File: src/rtl/posit_pkg.sv
// Shared types and helpers for the posit result path.
// Latency: none (package only).
// Backpressure: none (package only).
package posit_pkg;

    // Posit width the result entry is built for; matches the adder's N.
    localparam int POSIT_N = 8;

    // One buffered adder result: special-case flags plus the posit word.
    typedef struct packed {
        logic               inf;
        logic               zero;
        logic [POSIT_N-1:0] result;
    } posit_res_t;

    localparam int POSIT_RES_W = $bits(posit_res_t);

    // Ceiling log2, usable in constant expressions (port widths, localparams).
    function automatic int clog2(input int value);
        int r;
        r = 0;
        for (int i = 0; i < 31; i++) begin
            if ((1 << i) < value) begin
                r = i + 1;
            end
        end
        return r;
    endfunction

endpackage

File: src/rtl/posit_sync_fifo.sv
// Synchronous FIFO holding adder results, with occupancy count.
// Latency: a push is visible at rd_dat on the cycle after the write edge.
// Backpressure: push while full is dropped unless a pop happens in the same cycle.
module posit_sync_fifo
    import posit_pkg::*;
#(
    parameter int W     = 10,
    parameter int DEPTH = 8
) (
    input  logic                        aclk,
    input  logic                        aresetn,
    input  logic                        push,
    input  logic                        pop,
    input  logic [W-1:0]                wr_dat,
    output logic [W-1:0]                rd_dat,
    output logic [clog2(DEPTH+1)-1:0]   occupancy,
    output logic                        full
);

    localparam int AW = clog2(DEPTH);
    localparam int OW = clog2(DEPTH + 1);
    localparam logic [OW-1:0] DEPTH_C = OW'(DEPTH);

    logic [W-1:0]  mem [DEPTH];
    logic [AW-1:0] wr_ptr;
    logic [AW-1:0] rd_ptr;
    logic          empty;
    logic          push_ok;
    logic          pop_ok;

    assign empty   = (occupancy == '0);
    assign full    = (occupancy == DEPTH_C);
    assign pop_ok  = pop & ~empty;
    // A pop in the same cycle frees the slot, so a full FIFO can still accept.
    assign push_ok = push & (~full | pop_ok);

    // Head word is forced to zero while empty so stale storage never leaks out.
    assign rd_dat = empty ? '0 : mem[rd_ptr];

    // Storage array; contents need no reset because occupancy gates visibility.
    always_ff @(posedge aclk) begin
        if (push_ok) begin
            mem[wr_ptr] <= wr_dat;
        end
    end

    // Pointers wrap naturally since DEPTH is a power of two.
    always_ff @(posedge aclk) begin
        if (!aresetn) begin
            wr_ptr    <= '0;
            rd_ptr    <= '0;
            occupancy <= '0;
        end else begin
            if (push_ok) begin
                wr_ptr <= wr_ptr + 1'b1;
            end
            if (pop_ok) begin
                rd_ptr <= rd_ptr + 1'b1;
            end
            case ({push_ok, pop_ok})
                2'b10:   occupancy <= occupancy + 1'b1;
                2'b01:   occupancy <= occupancy - 1'b1;
                default: occupancy <= occupancy;
            endcase
        end
    end

endmodule

File: src/rtl/posit_result_buffer.sv
// Credit-managed in-order result buffer behind the posit adder. Optional stats via POSIT_RESBUF_STATS_EN.
// Latency: add_done to m_valid/m_result is 1 cycle; issue_ok is decoded from registers only.
// Backpressure: m_ready stalls the head; issue_ok withdraws credit once stored + in-flight reaches DEPTH.
module posit_result_buffer
    import posit_pkg::*;
#(
    parameter int N     = 8,
    parameter int DEPTH = 8
) (
    input  logic                        aclk,
    input  logic                        aresetn,
    input  logic                        issue_start,
    output logic                        issue_ok,
    input  logic                        add_done,
    input  logic                        add_inf,
    input  logic                        add_zero,
    input  logic [N-1:0]                add_result,
    output logic                        m_valid,
    input  logic                        m_ready,
    output logic [N-1:0]                m_result,
    output logic                        m_inf,
    output logic                        m_zero,
    output logic [clog2(DEPTH+1)-1:0]   occupancy,
`ifdef POSIT_RESBUF_STATS_EN
    output logic [15:0]                 stat_inf_cnt,
    output logic [15:0]                 stat_zero_cnt,
`endif
    output logic                        overflow
);

    localparam int OW = clog2(DEPTH + 1);
    localparam logic [OW:0] DEPTH_W = (OW + 1)'(DEPTH);

    logic [OW-1:0] inflight;
    logic [OW:0]   credit_used;
    logic          full;
    logic          pop;
    logic          wr_acc;
    posit_res_t    wr_ent;
    posit_res_t    rd_ent;

    assign wr_ent = '{inf: add_inf, zero: add_zero, result: add_result};

    posit_sync_fifo #(
        .W     (POSIT_RES_W),
        .DEPTH (DEPTH)
    ) u_fifo (
        .aclk      (aclk),
        .aresetn   (aresetn),
        .push      (add_done),
        .pop       (pop),
        .wr_dat    (wr_ent),
        .rd_dat    (rd_ent),
        .occupancy (occupancy),
        .full      (full)
    );

    assign m_valid  = (occupancy != '0);
    assign pop      = m_valid & m_ready;
    assign m_result = rd_ent.result;
    assign m_inf    = rd_ent.inf;
    assign m_zero   = rd_ent.zero;
    assign wr_acc   = add_done & (~full | pop);

    // Credit: everything stored plus everything the adder still owes us.
    assign credit_used = {1'b0, occupancy} + {1'b0, inflight};
    assign issue_ok    = (credit_used < DEPTH_W);

    // Track issued-but-not-completed operations; never underflow, saturate at the top.
    always_ff @(posedge aclk) begin
        if (!aresetn) begin
            inflight <= '0;
        end else if (issue_start && !add_done) begin
            if (inflight != '1) begin
                inflight <= inflight + 1'b1;
            end
        end else if (add_done && !issue_start) begin
            if (inflight != '0) begin
                inflight <= inflight - 1'b1;
            end
        end
    end

    // Sticky protocol-error flag: dropped result or issue without credit.
    always_ff @(posedge aclk) begin
        if (!aresetn) begin
            overflow <= 1'b0;
        end else if ((add_done && full && !pop) || (issue_start && !issue_ok)) begin
            overflow <= 1'b1;
        end
    end

`ifdef POSIT_RESBUF_STATS_EN
    // Saturating counts of accepted inf / zero results.
    always_ff @(posedge aclk) begin
        if (!aresetn) begin
            stat_inf_cnt  <= '0;
            stat_zero_cnt <= '0;
        end else begin
            if (wr_acc && add_inf && stat_inf_cnt != 16'hFFFF) begin
                stat_inf_cnt <= stat_inf_cnt + 16'd1;
            end
            if (wr_acc && add_zero && stat_zero_cnt != 16'hFFFF) begin
                stat_zero_cnt <= stat_zero_cnt + 16'd1;
            end
        end
    end
`else
    logic unused_wr_acc;
    assign unused_wr_acc = wr_acc;
`endif

endmodule

File: config.mk
export PLATFORM = sky130hd
export DESIGN_NAME = posit_result_buffer
export DESIGN_NICKNAME = d
export VERILOG_FILES = /design/src/rtl/posit_pkg.sv /design/src/rtl/posit_sync_fifo.sv /design/src/rtl/posit_result_buffer.sv
export SDC_FILE = /design/constraint.sdc
export NUM_CORES = 1
export LEC_CHECK = 0
export ABC_CLOCK_PERIOD_IN_PS = 3880
export BUFFER_PORTS_ARGS = -buffer_cell sky130_fd_sc_hd__buf_4
export CORE_AREA = 2 2 101 84
export CTS_CLUSTER_SIZE = 25
export DETAILED_ROUTE_END_ITERATION = 12
export DIE_AREA = 0 0 103 86
export PLACE_DENSITY = 0.76
export SYNTH_ARGS = -nofsm -noshare
export SYNTH_HDL_FRONTEND = slang
export SYNTH_HIERARCHICAL = 1
export SYNTH_SLANG_ARGS = --single-unit
File: constraint.sdc
create_clock -name aclk -period 3.88 [get_ports aclk]
set_input_delay 0.194 -clock aclk [delete_from_list [all_inputs] [get_ports aclk]]
set_output_delay 0.194 -clock aclk [all_outputs]
set_load 0.02 [all_outputs]
==> flow_summary_export.csv, run 1 <==
group,metric,value,unit
clock_tree,cts_setup_buffers,0,
clock_tree,path_clk_slew,0.10,ns
clock_tree,clkSinkCount,98,
layout,utilization,61.94,%
clock_tree,ctsHoldBuffers,0,
floorplanning,die_h,86,microns
synthesis,syn_area,4219,sq um
timing,setup_viol,0,
power,p_leak,1.654,nW
setup_path,crit_path_start_kind,"flip-flop",
synthesis,synth.most_common_cell,"edfxtp_1",
global_route,overflow,0,
power,max-vdd-ir-drop,0.3149,mV
layout,drive_above_1_share,28.90,%
floorplanning,core.rowCount,29,
setup_path,path_class,"reg -> reg",
routing,via_count,2298,
floorplanning,fp.dieW,103,microns
placed_design,gp_congestion,0.7526,
routing,routed_via_density,5.524,
clock_tree,cts-resized-gates,0,
floorplanning,design.portCount,32,
setup_path,crit_arrival,3.27,ns
routing,antenna_left,0,
power,p_total,2.901,mW
global_route,grt.total_usage,18.16,%
synthesis,synth-edff-count,80,
timing,rsz0062_at_grt,"no",
clock_tree,tritoncts,"built",
synthesis,yosysWarnings,6,
placed_design,placed_area,4623,sq um
timing,tightest_slew,1.017,ns
clock_tree,insertion_delay,0.35,ns
timing,hold-worst-slack,0.06900,ns
synthesis,syn_inst,260,
clock_tree,htreeDepth,3,
floorplanning,initial_core_util,54.33,%
synthesis,ys_async_sr_fraction,0,%
routing,drt_iter0_markers,154,
synthesis,synth_cell_type_count,47,
timing,drv_slew,0,
routing,wl_per_cell,17.79,microns
floorplanning,core_area,7765,sq um
placed_design,dp_hpwl,4787,microns
run,drv_cap,0,
routing,drt_first_pass_iters,4,
layout,fillers,588,
timing,slew_headroom,32.07,%
setup_path,required,4.13,ns
synthesis,synth_top_area_cell,"edfxtp_1",
synthesis,ys_top_cells_by_count,"edfxtp_1, nor2_1, mux4_2, dfxtp_1, mux2i_1",
layout,final_area,4810,sq um
power,power_density,603.1,nW/um^2
layout,area_growth_syn_to_layout,14.00,%
layout,antenna_cells,0,
hold_path,hold_class,"in -> reg",
floorplanning,dieArea,8858,sq um
setup_path,crit_fanout,11,
synthesis,synth_ff_type,"edfxtp_1",
clock_tree,clockBufferDepth,2,
global_route,grt_pass1_vias,2294,
synthesis,syn_area_per_cell,16.23,sq um
setup_path,cp-end-kind,"flip-flop",
timing,timing.final.crit_share,77.94,%
synthesis,yosys-top-cells-area,"edfxtp_1, mux4_2, dfxtp_1",
layout,nNetsFinal,330,
global_route,grt_max_degree,21,
clock_tree,cts_root_buf,"clkbuf_8",
synthesis,syn-num-nets,287,
clock_tree,numCtsBuffers,9,
routing,wirelength,7399,microns
timing,fin_crit,3.024,ns
global_route,antenna_found_initial,0,
timing,final.setup.tns,0,ns
timing,hold_viol,0,
timing,skew,0.007545,ns
global_route,grt_pass1_wl,11720,microns
timing,max_freq,330.7,MHz
synthesis,yosys.area.top_type_share,56.94,%
placed_design,port_buffers,31,
routing,remaining_drc_errors,0,
synthesis,synth-seq-cells,98,
status,outcome,"finished, final reports clean",
synthesis,synth_seq_area_share,65.48,%
critical path: stages, from the launching register on:
cell and delay, ns:
dfxtp_1 0.44, or4_1 0.60, and2_1 0.29, o21ai_2 0.13, nand2b_1 0.17, inv_1 0.07
ha_1 0.33, nand3_1 0.16, a211o_1 0.32, a32o_1 0.24, o21a_1 0.17
report_power, final:
part	switching (mW)	leakage [nW]	total, mW	internal [mW]
clock network	0.354	0.0859	0.599	0.245
logic	0.527	0.695	0.987	0.460
registers	0.102	0.874	1.32	1.21
total	0.983	1.65	2.90	1.92
cells by family (layout without fill, tap and decap cells):
| group | Yosys count | count (layout) | share of synthesized area [%] |
|---|---|---|---|
| simple gates | 62 | 62 | 7.266 |
| buf+inv | 18 | 66 | 1.868 |
| xor+xnor | 7 | 7 | 1.453 |
| fa+ha+maj | 12 | 12 | 3.915 |
| compound gates | 28 | 28 | 5.783 |
| mux | 35 | 35 | 14.23 |
| flops | 98 | 98 | 65.48 |
metrics by stage:
step                      instances  worst slack, ns
after floorplan                 260           0.9096
after global placement          400           0.9710
after detailed placement        400           0.8810
after CTS                       416           0.8567
after global routing            416           0.6872
final                           416           0.8560
path summary, 6_finish.rpt:
path	startpoint	endpoint	slack, ns	cells after the start
max	u_fifo/occupancy[0]	u_fifo/occupancy[3]	0.86	10
min	add_zero	u_fifo/mem[1][8]	0.07	1
max reg2reg	u_fifo/occupancy[0]	u_fifo/occupancy[3]	0.86	10
min reg2reg	overflow	overflow	0.51	2
area by class of cell:
cell class	instances	area, sq um	area share [%]
inverters	9	33.78	0.7024
clock inverters	7	62.56	1.301
repair buffers	41	307.8	6.400
well taps	108	135.1	2.810
clock buffers	9	123.9	2.575
multi-input cells	144	1384	28.77
flip-flops and latches	98	2763	57.44
flip-flops by register name (all words and copies together), names as in the netlist, named ones only:
name	flops
inflight	4
overflow	1
u_fifo/mem	80
u_fifo/occupancy	4
u_fifo/rd_ptr	3
u_fifo/wr_ptr	3
layer usage:
layer / vias up / track usage [%] / share of wire, %
met5: - / 0 / 0
met4: 0 / 5.383 / 0.85
met3: 7 / 4.156 / 2.7
met2: 32 / 27.80 / 48
met1: 1164 / 26.31 / 48
li1: 1095 / - / -
layout by cell type (no fill, tap or decap), types with 4 or more instances in the layout:
cell      count
edfxtp_1     80
buf_4        41
nor2_1       25
mux4_2       20
dfxtp_1      18
mux2i_1      15
ha_1         10
inv_1         9
clkbuf_8      9
nand2_1       8
a21oi_1       8
nand3_1       6
o21ai_0       4
nor3_1        4
nand2b_1      4
xnor2_1       4
Note: power is estimated with default switching activity, not from simulation.
==> inputs of run 2 (changes only) <==
ABC_CLOCK_PERIOD_IN_PS = 2600   (was 3880)
CORE_AREA = 2 2 102 85   (was 2 2 101 84)
DIE_AREA = 0 0 104 87   (was 0 0 103 86)
PLACE_DENSITY = 0.77   (was 0.76)
clock period = 2.6 ns   (was 3.88 ns; I/O delays follow)
==> run 2 against run 1 <==
Hold slack got worse by 0.039 ns. Die area increased by 2.1%. Clock skew increased by 0.0047 ns. Cell count increased by 5.0%. Combinational power increased by 76%. Clock-buffer cell count increased by 1. Sequential share of layout area decreased by 2.4 points. Global-route usage increased by 0.37 points.
==> flow_summary_export.csv, run 2 (synthesis gave the netlist of run 1 again) <==
group,metric,value,unit
status,outcome,"finished, final reports clean",
timing,skew,0.01220,ns
clock_tree,numCtsBuffers,9,
routing,antenna_left,0,
timing,fin_crit,2.552,ns
setup_path,crit_fanout,4,
layout,fillers,630,
setup_path,slowest_stage,"or4_4",
routing,route.met2.wl,4205,microns
routing,topRoutingLayerUsed,"met4",
global_route,grt_pass1_vias,2428,
layout,final_common_cell,"edfxtp_1",
floorplanning,core_area,8108,sq um
routing,routed_via_density,5.574,
power,p_leak,1.743,nW
setup_path,path_class,"reg -> reg",
floorplanning,core.rowCount,30,
timing,max_freq,391.8,MHz
global_route,grt_max_degree,21,
global_route,overflow,0,
floorplanning,initial_core_util,52.04,%
power,max-vdd-ir-drop,0.3973,mV
routing,met1_length,3392,microns
setup_path,required,2.86,ns
clock_tree,htreeDepth,3,
routing,via_count,2436,
routing,drt_iter0_markers,94,
global_route,antenna_found_initial,0,
layout,utilization,61.98,%
placed_design,dp_hpwl,5037,microns
clock_tree,clkSinkCount,98,
setup_path,cp-end-kind,"flip-flop",
clock_tree,path_clk_slew,0.09,ns
timing,tightest_slew,1.151,ns
routing,remaining_drc_errors,0,
setup_path,crit_chain,"or4_4 -> and2_4 -> o21ai_2 -> nand2b_4 -> inv_2 -> ha_4 -> nand3_4 -> a211o_1 -> a32o_1 -> o21a_1",
floorplanning,die_h,87,microns
run,drv_cap,0,
setup_path,crit_arrival,2.81,ns
layout,reg_top3,"u_fifo/mem x80, inflight x4, u_fifo/occupancy x4",
setup_path,crit_path_start_kind,"flip-flop",
clock_tree,clockBufferDepth,2,
power,p_total,4.553,mW
placed_design,port_buffers,31,
layout,nNetsFinal,347,
timing,setup_viol,0,
global_route,grt.total_usage,18.53,%
hold_path,hold_class,"in -> reg",
setup_path,slowest_delay,0.53,ns
routing,drt_first_pass_iters,4,
setup_path,path_buf_inv,1,
timing,slew_headroom,22.96,%
routing,dr_wl_met3,382,microns
layout,area_growth_syn_to_layout,19.10,%
routing,wl_per_cell,18.57,microns
layout,antenna_cells,0,
floorplanning,fp.dieW,104,microns
timing,timing.final.crit_share,98.17,%
clock_tree,tritoncts,"built",
power,power_density,906.1,nW/um^2
layout,drive_above_1_share,32.31,%
layout,largest_reg_flops,80,
timing,hold_viol,0,
global_route,grt_pass1_wl,12390,microns
clock_tree,insertion_delay,0.37,ns
floorplanning,design.portCount,32,
floorplanning,dieArea,9048,sq um
setup_path,path_delay_family,"simple AND/OR/NAND/NOR gates",
layout,regMostFlops,"u_fifo/mem",
timing,drv_slew,0,
placed_design,gp_congestion,0.7525,
routing,wirelength,8116,microns
layout,layout_common_cells,"edfxtp_1, buf_4, nor2_1",
clock_tree,cts_root_buf,"clkbuf_8",
==> run 2: layout make-up <==
cell class,count,area (sq um),area share (%)
multi-input combinational,144,1444,28.73
timing repair buffer,58,460.4,9.163
tap,112,140.1,2.789
inverter,9,33.78,0.6723
clock inverter,6,55.05,1.096
clock buffer,10,127.6,2.540
sequential,98,2764,55.00
==> run 2: worst paths after layout <==
kind | startpoint | endpoint | slack (ns) | cells past startpoint
worst max-delay path | u_fifo/occupancy[0] | u_fifo/occupancy[3] | 0.05 | 10
worst min-delay path | issue_start | overflow | 0.03 | 3
worst max register to register | u_fifo/occupancy[0] | u_fifo/occupancy[3] | 0.05 | 10
worst min register to register | overflow | overflow | 0.50 | 2
==> run 2: metal layers <==
metal	vias to the layer above	GRT usage, %
met4	0	6.265
li1	1134	-
met3	14	5.236
met2	69	31.70
met1	1219	23.15
met5	-	0
==> run 2: power breakdown <==
group / total (mW) / switching [mW] / internal, mW
combinational: 1.74 / 0.924 / 0.820
clock: 0.914 / 0.545 / 0.369
sequential: 1.90 / 0.0833 / 1.81
total: 4.55 / 1.55 / 3.00
==> run 2: repair_timing <==
item,CTS,global route
hold buffers,10,0
resized for setup,3,5
hold endpoints to repair,74,0
pin swaps,0,2
setup endpoints to repair,1,1
buffers inserted,0,2
==> run 2: worst register-to-register path: cells and delay by family, from the launching register on <==
family	cells	cell delay (ns)
DFF	1	0.32
and+or+nand+nor	4	0.96
AOI/OAI and AO/OA	4	0.83
adders and majority gates	1	0.29
buffers and inverters	1	0.06
==> run 2: per-stage QoR <==
| step | hold slack (ns) | worst slack (ns) | cells | area [sq um] | TNS [ns] |
|---|---|---|---|---|---|
| floorplan | 0.2289 | -0.2240 | 260 | 4229 | -0.2240 |
| global placement | 0.3611 | 0.04922 | 409 | 4676 | 0 |
| detailed placement | 0.3697 | -0.03104 | 409 | 4676 | -0.03104 |
| CTS | 0.01441 | 0.008324 | 435 | 4984 | 0 |
| global route | 0.02464 | -0.04626 | 437 | 5025 | -0.04626 |
| finish | 0.03001 | 0.04753 | 437 | 5025 | 0 |
